## src/rtl/serial_adder_if.sv

```systemverilog
// Handshake bundle for the bit-serial adder: operand request channel
// and result channel, each with its own valid/ready pair.
interface serial_adder_if #(
  parameter int WIDTH = 8
);
  logic             in_valid;
  logic             in_ready;
  logic [WIDTH-1:0] a_in;
  logic [WIDTH-1:0] b_in;
  logic             c_in;
  logic             out_valid;
  logic             out_ready;
  logic [WIDTH-1:0] sum_out;
  logic             carry_out;
  logic             busy;

  modport master (
    output in_valid, a_in, b_in, c_in, out_ready,
    input  in_ready, out_valid, sum_out, carry_out, busy
  );

  modport slave (
    input  in_valid, a_in, b_in, c_in, out_ready,
    output in_ready, out_valid, sum_out, carry_out, busy
  );
endinterface

```

## src/rtl/serial_adder.sv

```systemverilog
// Bit-serial WIDTH-bit adder: one full-adder cell fed LSB first with a
// registered carry; result is offered on a valid/ready handshake.
module serial_adder #(
  parameter int WIDTH = 8
) (
  input  logic          clk,
  input  logic          rst,
  serial_adder_if.slave bus
);
  localparam int CNT_W = $clog2(WIDTH) + 1;

  typedef enum logic [1:0] {IDLE, RUN, DONE} state_t;

  state_t           state_q, state_d;
  logic [CNT_W-1:0] cnt_q, cnt_d;
  logic [WIDTH-1:0] a_q, a_d;
  logic [WIDTH-1:0] b_q, b_d;
  logic [WIDTH-1:0] sum_q, sum_d;
  logic             cy_q, cy_d;
  logic             cout_q, cout_d;
  logic             s_bit;
  logic             cy_bit;

  assign s_bit  = a_q[0] ^ b_q[0] ^ cy_q;
  assign cy_bit = (a_q[0] & b_q[0]) | (a_q[0] & cy_q) | (b_q[0] & cy_q);

  always_ff @(posedge clk or posedge rst) begin
    if (rst) begin
      state_q <= IDLE;
      cnt_q   <= '0;
      a_q     <= '0;
      b_q     <= '0;
      sum_q   <= '0;
      cy_q    <= 1'b0;
      cout_q  <= 1'b0;
    end else begin
      state_q <= state_d;
      cnt_q   <= cnt_d;
      a_q     <= a_d;
      b_q     <= b_d;
      sum_q   <= sum_d;
      cy_q    <= cy_d;
      cout_q  <= cout_d;
    end
  end

  always_comb begin
    state_d = state_q;
    cnt_d   = cnt_q;
    a_d     = a_q;
    b_d     = b_q;
    sum_d   = sum_q;
    cy_d    = cy_q;
    cout_d  = cout_q;
    case (state_q)
      IDLE: begin
        if (bus.in_valid) begin
          a_d     = bus.a_in;
          b_d     = bus.b_in;
          cy_d    = bus.c_in;
          sum_d   = '0;
          cnt_d   = '0;
          cout_d  = 1'b0;
          state_d = RUN;
        end
      end
      RUN: begin
        a_d   = {1'b0, a_q[WIDTH-1:1]};
        b_d   = {1'b0, b_q[WIDTH-1:1]};
        sum_d = {s_bit, sum_q[WIDTH-1:1]};
        cy_d  = cy_bit;
        // Counter stops at WIDTH-1; the edge that sees it there is the last bit.
        if (cnt_q == CNT_W'(WIDTH - 1)) begin
          cout_d  = cy_bit;
          state_d = DONE;
        end else begin
          cnt_d = cnt_q + CNT_W'(1);
        end
      end
      DONE: begin
        if (bus.out_ready) begin
          state_d = IDLE;
        end
      end
      default: state_d = IDLE;
    endcase
  end

  assign bus.in_ready  = (state_q == IDLE);
  assign bus.busy      = (state_q == RUN);
  assign bus.out_valid = (state_q == DONE);
  assign bus.sum_out   = sum_q;
  assign bus.carry_out = cout_q;
endmodule

```

## src/flat_wrapper.sv

```systemverilog
// flat-port wrapper written by rule: the top's interface ports become plain ports
module serial_adder_flat 
#(
  parameter int WIDTH = 8
)
  (clk, rst, bus_in_valid, bus_a_in, bus_b_in, bus_c_in, bus_out_ready, bus_in_ready, bus_out_valid, bus_sum_out, bus_carry_out, bus_busy);
  serial_adder_if #(.WIDTH(WIDTH)) bus_i ();
  input  logic clk;
  input  logic rst;
  input wire logic [$bits(bus_i.in_valid)-1:0] bus_in_valid;
  input wire logic [$bits(bus_i.a_in)-1:0] bus_a_in;
  input wire logic [$bits(bus_i.b_in)-1:0] bus_b_in;
  input wire logic [$bits(bus_i.c_in)-1:0] bus_c_in;
  input wire logic [$bits(bus_i.out_ready)-1:0] bus_out_ready;
  output wire logic [$bits(bus_i.in_ready)-1:0] bus_in_ready;
  output wire logic [$bits(bus_i.out_valid)-1:0] bus_out_valid;
  output wire logic [$bits(bus_i.sum_out)-1:0] bus_sum_out;
  output wire logic [$bits(bus_i.carry_out)-1:0] bus_carry_out;
  output wire logic [$bits(bus_i.busy)-1:0] bus_busy;
  assign bus_i.in_valid = bus_in_valid;
  assign bus_i.a_in = bus_a_in;
  assign bus_i.b_in = bus_b_in;
  assign bus_i.c_in = bus_c_in;
  assign bus_i.out_ready = bus_out_ready;
  assign bus_in_ready = bus_i.in_ready;
  assign bus_out_valid = bus_i.out_valid;
  assign bus_sum_out = bus_i.sum_out;
  assign bus_carry_out = bus_i.carry_out;
  assign bus_busy = bus_i.busy;
  serial_adder #(.WIDTH(WIDTH)) u_core (.clk(clk), .rst(rst), .bus(bus_i));
endmodule
```

## config.mk

```make
export PLATFORM = sky130hd
export DESIGN_NAME = serial_adder_flat
export DESIGN_NICKNAME = d
export VERILOG_FILES = /design/src/rtl/serial_adder_if.sv /design/src/rtl/serial_adder.sv /design/src/flat_wrapper.sv
export SDC_FILE = /design/constraint.sdc
export NUM_CORES = 1
export LEC_CHECK = 0
export CAP_MARGIN = 10
export CORE_MARGIN = 2
export CORE_UTILIZATION = 49
export CTS_BUF_LIST = sky130_fd_sc_hd__clkbuf_16
export DETAILED_ROUTE_END_ITERATION = 12
export HOLD_SLACK_MARGIN = 0.02
export PLACE_DENSITY = 0.78
export REMOVE_ABC_BUFFERS = 1
export SLEW_MARGIN = 30
export SYNTH_ARGS = -nofsm -noshare
export SYNTH_HDL_FRONTEND = slang
export SYNTH_SLANG_ARGS = --single-unit
```

## constraint.sdc

```tcl
create_clock -name clk -period 1.5 [get_ports clk]
set_input_delay 0.225 -clock clk [delete_from_list [all_inputs] [get_ports clk]]
set_output_delay 0.225 -clock clk [all_outputs]
set_load 0.01 [all_outputs]
```

## Word level (Yosys, flattened, before mapping)

Cells that the tools add are included.

| word-level totals | value |
|---|---|
| flip-flop bits (word level) | 32 |
| input bits | 21 |
| output and inout port bits | 12 |
| logic and storage cells | 46 |

| cells by class | value |
|---|---|
| $add $sub $neg | 1 |
| equal/unequal tests | 7 |
| mux-type cells | 18 |
| bitwise operators | 7 |
| reduce and logical (&&, ||, !) cells | 6 |

Operator list:

| cell | count |
|---|---|
| case mux 8 bit (2 select lines) | 3 |
| two-way mux 8 bit | 3 |
| AND reduction 3 bit | 3 |
| two-way mux 4 bit | 2 |
| case mux 4 bit (2 select lines) | 1 |
| two-way mux 2 bit | 3 |
| inequality test 2 bit, second input constant | 3 |
| case mux 2 bit (3 select lines) | 1 |
| adder 4 x 1 -> 4 bit, second input constant | 1 |
| equality test 4 x 3 -> 1 bit, second input constant | 1 |
| case mux 1 bit (2 select lines) | 2 |
| AND 1 bit | 3 |
| two-way mux 1 bit | 3 |
| equality test 2 x 1 -> 1 bit, second input constant | 1 |
| equality test 2 bit, second input constant | 1 |
| zero test 2 bit | 1 |
| inequality test 2 x 1 -> 1 bit, second input constant | 1 |
| OR 1 bit | 2 |
| AND reduction 2 bit | 1 |
| nonzero test 2 bit | 1 |
| XOR 1 bit | 2 |

## Logic depth before layout (Yosys ltp)

Gate-level depths: netlist of the first run.

| logic depth | value |
|---|---|
| depth in word-level cells | 5 |
| gate-level depth with buffers | 6 |
| mapped depth without buffers | 5 |

## Worst setup path before layout of the first run

No wires, ideal clock.

| timing path | value |
|---|---|
| path type | flip-flop to flip-flop |
| start | register u_core.cnt_q[0] |
| end | register u_core.cnt_q[3] |
| setup time | 0.069 ns |
| arrival time | 1.190 ns |
| required time | 1.431 ns |
| path slack | 0.242 ns |
| cell stages (with the launch flop) | 4 |
| path buffers | 0 |
| clock period less this slack | 1.258 ns |
| path through | dfrtp_1 -> ha_1 -> or4_1 -> nand3_1 |

| on the way | value |
|---|---|
| word-level cells in the longest chain between the ends | 3 |
| elaborated cells on any way between the ends | 6 |
| classes of those cells | add/sub: 1; eq/ne: 2; mux: 2; reduce/logical: 1 |

Ends and longest elaborated chain:

| element | line | text |
|---|---|---|
| start, declared | serial_adder.sv:15 | `logic [CNT_W-1:0] cnt_q, cnt_d;` |
| start signal, assigned | serial_adder.sv:38 | `cnt_q <= cnt_d;` |
| adder 4 x 1 -> 4 bit / equality test 4 x 3 -> 1 bit (equally long branches) | serial_adder.sv:77, serial_adder.sv:73 |  |
| two-way mux 4 bit / inequality test 2 bit (equally long branches) | - |  |
| case mux 4 bit (2 select lines) / AND reduction 3 bit (equally long branches) | - |  |

Parallel ways exist; a longest one is shown, timed or not. The select of a mux whose other input is x is not followed.
A chain may end at the register's enable or synchronous reset.

## Worst setup path after layout of the first run

| timing path | value |
|---|---|
| start | register u_core.cout_q (netlist: u_core.bus.carry_out) |
| end | output bus_carry_out |

RTL lines:

| element | line | text |
|---|---|---|
| start, declared | serial_adder.sv:20 | `logic cout_q, cout_d;` |
| start signal, assigned | serial_adder.sv:43 | `cout_q <= cout_d;` |
| end, declared | flat_wrapper.sv:18 | `output wire logic [$bits(bus_i.carry_out)-1:0] bus_carry_out;` |

No word-level cell between the ends.

==> key figures, run 1 <==
Outcome
  – Status: finished clean

Routing
  – # DRC: 0
  – Top layer in use: met4
  – Met1 wire length: 1218 um
  – Met3 WL: 178 um
  – Final ANT Viol Nets: 0
  – DR vias: 1166
  – Drt pass-1 iters: 4
  – Met2 WL: 1628 um
  – 1st-iter DRT viols: 39
  – Vias per Instance: 5.579
  – Wire per inst: 14.74 um
  – Routed wire length: 3080 um

Floorplan
  – Initial Util: 52.59%
  – Die Area: 0.003493 mm^2
  – I/O pin cnt: 33
  – Die Y: 59.10 um
  – Chip width: 59.10 um
  – Core ar.: 0.002829 mm^2
  – Row count: 19

GRT
  – Grt total ovfl: 0
  – Number of global-route vias before repair: 1199
  – Initial antenna violation count: 0
  – Largest net degree at the start of global routing: 33
  – GR Util All Layers: 20.96%
  – First-pass GRT wire length: 5202 um

Final layout
  – Area grow syn2layout: 34.06%
  – Fin area: 0.001994 mm^2
  – Share of cells above drive strength 1: 10.67%
  – Final Net Count: 201
  – Final non-filler cell total: 209
  – Antenna cells: 0

Critical path
  – Largest delay share family, worst path: buffers and inverters
  – CP max stage delay: 0.55 ns
  – Worst-path cell chain: clkdlybuf4s50_1
  – Crit Path Category: reg -> out
  – Buffers and inverters on the worst path: 1
  – Critical Path Fanout Max: 3
  – Slowest stage cell, crit path: clkdlybuf4s50_1
  – CP endpoint kind: primary output
  – CP Launch Type: register
  – Worst EP arrival: 1.21 ns
  – Data required, critical path: 1.27 ns

Timing
  – Crit path time final: 1.430 ns
  – Final period util: 95.35%
  – Skew final: 0.003147 ns
  – Final setup vio count: 0
  – Total Neg Setup Slack: 0 ns
  – Slew headroom: 73.86%
  – Final hold viol count: 0
  – Hold WS: 0.3395 ns
  – Fmax: 0.6992 GHz
  – Slew Viols, Final: 0
  – Slew at the pin closest to its max-slew limit: 0.3921 ns
  – RSZ-0062 raised after global routing: false

Synth
  – EDFF count, synth: 0
  – Yosys Warn Count: 0
  – Async SR Flop Fraction: 100.0%
  – Netlist cell types: 27
  – Post-synthesis sequential area ratio: 53.83%
  – Cells after synthesis: 140
  – #FFs+latches synth: 32
  – Main flop type after synthesis: dfrtp_1
  – Mean Syn Cell Area: 10.63 um^2
  – Post-Syn Area: 0.001488 mm^2

Clocking
  – CTS Buf Count: 5
  – Clk root buf: clkbuf_16
  – # clock sinks: 32
  – Worst-path clk slew: 0.05 ns
  – Largest buffer count on any clock path: 2
  – Clock latency on the worst-skew pair: 0.27 ns
  – H-tree depth: 2
  – CTS tree: built

Power and ir drop
  – P_leak: 0.9090 nW
  – Cell Pwr Density: 2071 mW/mm^2
  – IR Drop Worst-Case VDD: 1176 uV

Placed design
  – GP Congestion: 0.7059
  – HPWL after detailed placement: 2157 um
  – IO Port Bufs: 32
  – Placed cell areas: 0.001857 mm^2
  – Post-Place Cells: 202

Worst hold path
  – Min-Delay Path Class: in -> async

Run
  – Max cap viols: 0
## synthesized netlist by cell type, types with 2 or more instances
cell | number | area share [%]
dfrtp_1 | 32 | 54
nand2_1 | 21 | 5.3
o21ai_0 | 16 | 5.4
mux2i_1 | 14 | 9.4
a22o_1 | 8 | 4.7
nand3_1 | 8 | 2.7
a21oi_1 | 6 | 2.0
buf_2 | 5 | 1.7
inv_1 | 5 | 1.3
buf_6 | 3 | 2.3
nor2_1 | 3 | 0.76
nor2b_1 | 3 | 1.3
o311ai_0 | 2 | 1.2
## layer usage
layer,vias to the layer above,track usage (%)
met2,40,37.30
met1,554,22.21
met3,6,7.205
li1,566,-
met4,0,9.416
met5,-,0
## power breakdown
part           internal, mW  total [mW]  switching [mW]
registers              1.25        1.53           0.278
logic                 0.856        1.68           0.829
clock network         0.591       0.918           0.328
## area by class of cell
type / instances / area [um^2]
inverters: 6 / 22.52
flip-flops and latches: 32 / 803.3
repair buffers: 40 / 392.9
clock buffers: 5 / 125.1
fillers: 213 / 834.6
well taps: 31 / 38.79
multi-input cells: 93 / 604.3
clock inverters: 2 / 7.507
## sequential cells by signal, indices dropped and copies added (netlist names)
signal                flops
u_core.cy_q               1
u_core.cnt_q              4
u_core.state_q            2
u_core.bus.carry_out      1
u_core.a_q                8
u_core.bus.sum_out        8
u_core.b_q                8
## worst register-to-register path, cell delays in order (launching register included)
cell and delay, ns:
dfrtp_2 0.44, nand2b_4 0.16, buf_4 0.19, or4_1 0.47
nand3_1 0.09
## layout by cell type, fill, tap and decap left out
master and count:
nand2_1 21, and3b_1 1, a221oi_1 1, mux2i_1 14, o21ai_0 16, dfrtp_1 30, clkdlybuf4s50_1 29, nand4_1 1
ha_1 1, nor2_1 3, buf_6 1, inv_1 5, buf_4 6, o311ai_0 2, fa_1 1, clkbuf_16 5
o21ai_1 1, and2b_1 1, nand2b_1 1, nand3b_1 1, or4_1 1, inv_2 1, nand3_1 8, buf_12 1
dfrtp_2 2, nor2b_2 1, o21bai_2 1, a22o_1 8, clkinv_1 2, nand2b_4 1, a21oi_1 6, dlygate4sd2_1 3
nor2b_1 2
## worst paths after layout
check	end	slack [ns]	cells past startpoint	from
max reg2reg	u_core.cnt_q[3]$_DFFE_PP0P_	0.09	4	u_core.state_q[1]$_DFFE_PP0P_
max	bus_carry_out	0.07	1	u_core.bus.carry_out$_DFFE_PP0P_
max in group asynchronous	u_core.state_q[1]$_DFFE_PP0P_	0.86	3	rst
min	u_core.bus.sum_out[1]$_DFFE_PP0P_	0.34	3	rst
min reg2reg	u_core.b_q[3]$_DFFE_PP0P_	0.48	2	u_core.b_q[3]$_DFFE_PP0P_
min in group clk	u_core.b_q[3]$_DFFE_PP0P_	0.48	2	u_core.b_q[3]$_DFFE_PP0P_
## per-stage QoR
step	total power, mW	utilization (%)	setup WS [ns]
finish	4.130	70.50	0.06975
CTS	4.169	70.37	0.05614
detailed placement	3.226	65.63	0.03749
global placement	3.108	65.63	0.1052
global route	4.438	70.50	0.01581
floorplan	2.484	-	-0.2083
## cell families after synthesis
| logic type | share of synthesized area, % |
|---|---|
| compound gates | 14.97 |
| fa+ha+maj | 2.187 |
| buf+inv | 5.718 |
| flops | 53.83 |
| mux | 9.419 |
| simple gates | 13.88 |
## what timing repair did
| action | CTS | global route |
|---|---|---|
| setup buffers | 0 | 0 |
| hold buffers | 0 | 0 |
| resized for setup | 6 | 1 |
| setup endpoints to repair | 3 | 2 |
Note: power is estimated with default switching activity, not from simulation.
==> run 2: changes to the inputs <==
--- a/config.mk
+++ b/config.mk
@@ -5,7 +5,6 @@
 export SDC_FILE = /design/constraint.sdc
 export NUM_CORES = 1
 export LEC_CHECK = 0
-export CAP_MARGIN = 10
 export CORE_MARGIN = 2
 export CORE_UTILIZATION = 49
 export CTS_BUF_LIST = sky130_fd_sc_hd__clkbuf_16
==> results of run 2 <==
Final layout, timing and power as in run 1 (identical DEF).
==> run 3: changes to the inputs <==
--- a/config.mk
+++ b/config.mk
@@ -8,6 +8,7 @@
 export CORE_MARGIN = 2
 export CORE_UTILIZATION = 49
 export CTS_BUF_LIST = sky130_fd_sc_hd__clkbuf_16
+export CTS_CLUSTER_DIAMETER = 40
 export DETAILED_ROUTE_END_ITERATION = 12
 export HOLD_SLACK_MARGIN = 0.02
 export PLACE_DENSITY = 0.78
==> results of run 3 <==
Final layout, timing and power as in run 1 (identical DEF).
